`src/rtl/mul_3b.sv`:
```
// Registered unsigned multiplier built from an explicit shift-and-add partial-product array.
// Define MUL_PIPE_EN to register the partial products before the final add (latency 2 instead of 1).
`timescale 1ns/1ps

module mul_3b #(
    parameter int WIDTH = 3
) (
    input  logic                 clk,
    input  logic                 rst,
    input  logic                 in_valid,
    input  logic [WIDTH-1:0]     a,
    input  logic [WIDTH-1:0]     b,
    output logic                 out_valid,
    output logic [2*WIDTH-1:0]   p
);

    localparam int PW = 2 * WIDTH;

    logic [PW-1:0] pp [WIDTH];
    logic [PW-1:0] p_d;
    logic [PW-1:0] p_q;
    logic          valid_q;

    function automatic logic [PW-1:0] sum_pp(input logic [PW-1:0] v [WIDTH]);
        logic [PW-1:0] acc;
        acc = '0;
        for (int i = 0; i < WIDTH; i++) begin
            acc = acc + v[i];
        end
        return acc;
    endfunction

    always_comb begin
        for (int i = 0; i < WIDTH; i++) begin
            pp[i] = b[i] ? (PW'(a) << i) : '0;
        end
    end

`ifdef MUL_PIPE_EN
    logic [PW-1:0] pp_q [WIDTH];
    logic          pv_q;

    // Partial products captured every cycle; pv_q says whether they belong to a real pair.
    always_ff @(posedge clk or posedge rst) begin
        if (rst) begin
            for (int i = 0; i < WIDTH; i++) begin
                pp_q[i] <= '0;
            end
            pv_q <= 1'b0;
        end else begin
            for (int i = 0; i < WIDTH; i++) begin
                pp_q[i] <= pp[i];
            end
            pv_q <= in_valid;
        end
    end

    always_comb begin
        p_d = sum_pp(pp_q);
    end

    always_ff @(posedge clk or posedge rst) begin
        if (rst) begin
            p_q     <= '0;
            valid_q <= 1'b0;
        end else begin
            valid_q <= pv_q;
            if (pv_q) begin
                p_q <= p_d;
            end
        end
    end
`else
    always_comb begin
        p_d = sum_pp(pp);
    end

    always_ff @(posedge clk or posedge rst) begin
        if (rst) begin
            p_q     <= '0;
            valid_q <= 1'b0;
        end else begin
            valid_q <= in_valid;
            if (in_valid) begin
                p_q <= p_d;
            end
        end
    end
`endif

    assign p         = p_q;
    assign out_valid = valid_q;

endmodule

```
`config.mk`:
```
export PLATFORM = sky130hd
export DESIGN_NAME = mul_3b
export DESIGN_NICKNAME = d
export VERILOG_FILES = /design/src/rtl/mul_3b.sv
export SDC_FILE = /design/constraint.sdc
export NUM_CORES = 1
export LEC_CHECK = 0
export ABC_CLOCK_PERIOD_IN_PS = 800
export BUFFER_PORTS_ARGS = -buffer_cell sky130_fd_sc_hd__buf_2
export CAP_MARGIN = 5
export CORE_AREA = 2 2 39 41
export CTS_CLUSTER_DIAMETER = 40
export CTS_CLUSTER_SIZE = 12
export DETAILED_ROUTE_END_ITERATION = 16
export DIE_AREA = 0 0 41 43
export GPL_TIMING_DRIVEN = 0
export HOLD_SLACK_MARGIN = 0.06
export SLEW_MARGIN = 20
export SYNTH_ARGS = -nofsm -noshare
export SYNTH_HDL_FRONTEND = slang
export SYNTH_SLANG_ARGS = --single-unit
```
`constraint.sdc`:
```
create_clock -name clk -period 0.8 [get_ports clk]
set_clock_uncertainty 0.15 [all_clocks]
set_input_delay 0.16 -clock clk [delete_from_list [all_inputs] [get_ports clk]]
set_output_delay 0.16 -clock clk [all_outputs]
set_load 0.05 [all_outputs]
```
==> impl_results.md <==
- Seq pwr share: 33.5%
- Die width: 41 um
- Nets@finish: a little over 80
- DRC violations left: 0
- PortBufs: 15
- Slew Limit Headroom: 88.9%
- Vias: 366
- DP Worst Slack: -1.38 ns
- Startpoint Class: input port
- Initial antenna violation count: 0
- Area growth syn-to-layout: 69.1%
- First-pass GRT wire length: 1510 um
- Peak supply drop: 0.867 mV
- TritonCTS buffer count: 3
- Iteration-0 DRC Markers: 2
- Post-route worst setup slack: -1.09 ns
- Min-Delay Path Class: input port to flop
- Maxcap violations: 0
- Clock transition at path regs: 0.05 ns
- Setup CP Type: input port to flop
- Number of fill cells in the layout: 123
- Reg2Reg Capture Point: p[1]
- First-pass DRT Iterations: 2
- R2R Setup Slk: -0.25 ns
- Die ar.: 1760 sq um
- Vias in the first global route: 378
- Clk_lat worst skew: roughly 0.25 ns
- Hold-fix buffers, CTS: 1
- Fin crit share: 236%
- Maximum clock path buffer count: 2
- Switching pwr: 0.442 mW
- Crit path required time: between 0.7 and 0.8 ns
- N_diodes: 0
- Fin. Hold Viols: 1
- CTS Sinks: 7
- P per Cell Area: roughly 1700 nW/um^2
- Cell Area, Synth: ~450 sq um
- FMAX: between 500 and 600 MHz
- I/O Pins: 16
- Htree depth: 1
- Synthesized area per cell: 11.4 sq um
- Total negative slack: -5.72 ns
- WL per Instance: 11.3 um
- Final hold slack: -0.106 ns
- Post-Syn Instances: 40
- Outcome: complete, but fails checks
- Yosys reg bits: 7
- Inst Count DP: 71
- Warnings from Yosys: 0
- Pleak: roughly 0.35 nW
- Antenna-violating nets left: 0
- Slew Viols, Final: 0
- Sequential fraction of the synthesis area: 38.6%
- Total track usage: 12.9%
- Syn_nets: 56
- Critical path arrival: 1.87 ns
- Post-layout minimum cycle time: approximately 1.9 ns
- Crit-path max FO: 2
- Worst Reg-to-Reg Cells: 2
- Area of the core: 1380 sq um
- CP Capture Point: p[4]
- Layout cells sized above 1: 72.3%
- Initial Utilization: roughly a third
- Final setup vio count: 12
- Fin cells: 81
- Tightest Pin Transition: 0.165 ns
- Total congestion overflow: 0
- CTS tree: built
- Final Total Pwr: 1.32 mW
- WL final: 913 um
- Post-synthesis cell type count: 14
- R2r startpoint: p[1]
- Post-DP Area: between 500 and 600 sq um
- Clock Power Share: 23.7%
- RSZ-0062 raised after global routing: true
- Root Driver: clkbuf_4
- Utilization after layout: 55.5%
- Logic pwr share: 42.8%
- Crit. End Element: flop
- Sw Ratio: 33.5%
- Die height: approximately 43 um
- Critical path launch point: a[2]
- Violated checks: negative hold slack, negative setup slack
- Gp weighted congestion: 0.701
- Largest net degree at the start of global routing: 10
- Post-Layout Inst Area: 768 sq um
- FP Rows: 14
- Via-to-Cell Ratio: 4.52
- Internal cell power: a little under 0.9 mW
[Yosys cell counts (all sizes together)]
| master | n | area share [%] |
|---|---|---|
| and2 | 8 | 11 |
| fa | 2 | 8.8 |
| dfrtp | 7 | 39 |
| nand2 | 1 | 0.83 |
| nor2 | 1 | 0.83 |
| buf | 1 | 2.5 |
| mux2i | 1 | 2.2 |
| ha | 5 | 14 |
| a21oi | 2 | 2.2 |
| xnor2 | 1 | 1.9 |
| mux2 | 3 | 9.9 |
| inv | 5 | 4.1 |
| o21ai | 2 | 2.2 |
| nand3 | 1 | 1.1 |
[repair_timing]
action,4_1_cts,5_1_grt
pin swaps,3,4
resized for setup,21,8
hold endpoints to repair,9,2
endpoints found under the setup margin,12,20
buffers inserted,3,2
cloned,0,0
[per-layer routing]
layer	track usage, %	vias up	share of wire [%]
met5	0	-	0
met4	4.00	0	0
met3	6.28	0	4.4
met2	18.8	10	56
met1	16.2	177	39
li1	-	179	-
[cell type report]
| type | count | area, sq um | area share (%) |
|---|---|---|---|
| Tap cell | 16 | 20.0 | 2.61 |
| Buffer | 1 | 11.3 | 1.47 |
| Sequential cell | 7 | 183 | 23.8 |
| Clock buffer | 4 | 26.3 | 3.42 |
| Timing Repair Buffer | 21 | 196 | 25.6 |
| Multi-Input combinational cell | 27 | 309 | 40.2 |
| Inverter | 5 | 22.5 | 2.93 |
[state kept, by name, summed over array words and instances (netlist names)]
name,count
out_valid,1
p,6
[worst min-delay path by stage]
stage	end	slack, ns	cells after the start	start
after floorplan	p[4]	-0.19	1	rst
after global placement	p[4]	-0.05	2	rst
after detailed placement	p[4]	-0.05	2	rst
after CTS	out_valid	-0.12	1	in_valid
after global routing	out_valid	-0.12	1	in_valid
final	out_valid	-0.11	1	in_valid
[power by group through the flow]
stage               clock [mW]  combinational [mW]  sequential [mW]
finish                   0.312               0.563            0.441
global route             0.358               0.607            0.447
CTS                      0.330               0.526            0.438
detailed placement           0               0.413            0.431
global placement             0               0.408            0.431
floorplan                    0               0.151            0.591
[worst max-delay path: stages]
cell and delay (ns):
buf_6 0.09, and2_4 0.15, fa_2 0.58, ha_4 0.15, inv_2 0.04, fa_2 0.32, xnor2_1 0.13, mux2_4 0.25
[cells by family (layout without fill, tap and decap cells)]
group                    count (synthesis)  count (layout)  share of synthesized area [%]
AO/OA/AOI/OAI                            4               4                           4.41
XOR/XNOR                                 1               1                           1.93
adder cells (fa/ha/maj)                  7               7                           22.6
buffers and inverters                    6              31                           6.61
flip-flops                               7               7                           38.6
multiplexers                             4               4                           12.1
AND/OR/NAND/NOR                         11              11                           13.8
[placed cells by master, fill, tap and decap left out, drive strengths merged, types with 2 or more instances in the layout]
master and count:
a21oi 2, and2 8, buf 21, clkbuf 4, dfrtp 7, fa 2
ha 5, inv 4, mux2 3, o21ai 2
No activity file was read; power rests on OpenSTA's default activity.
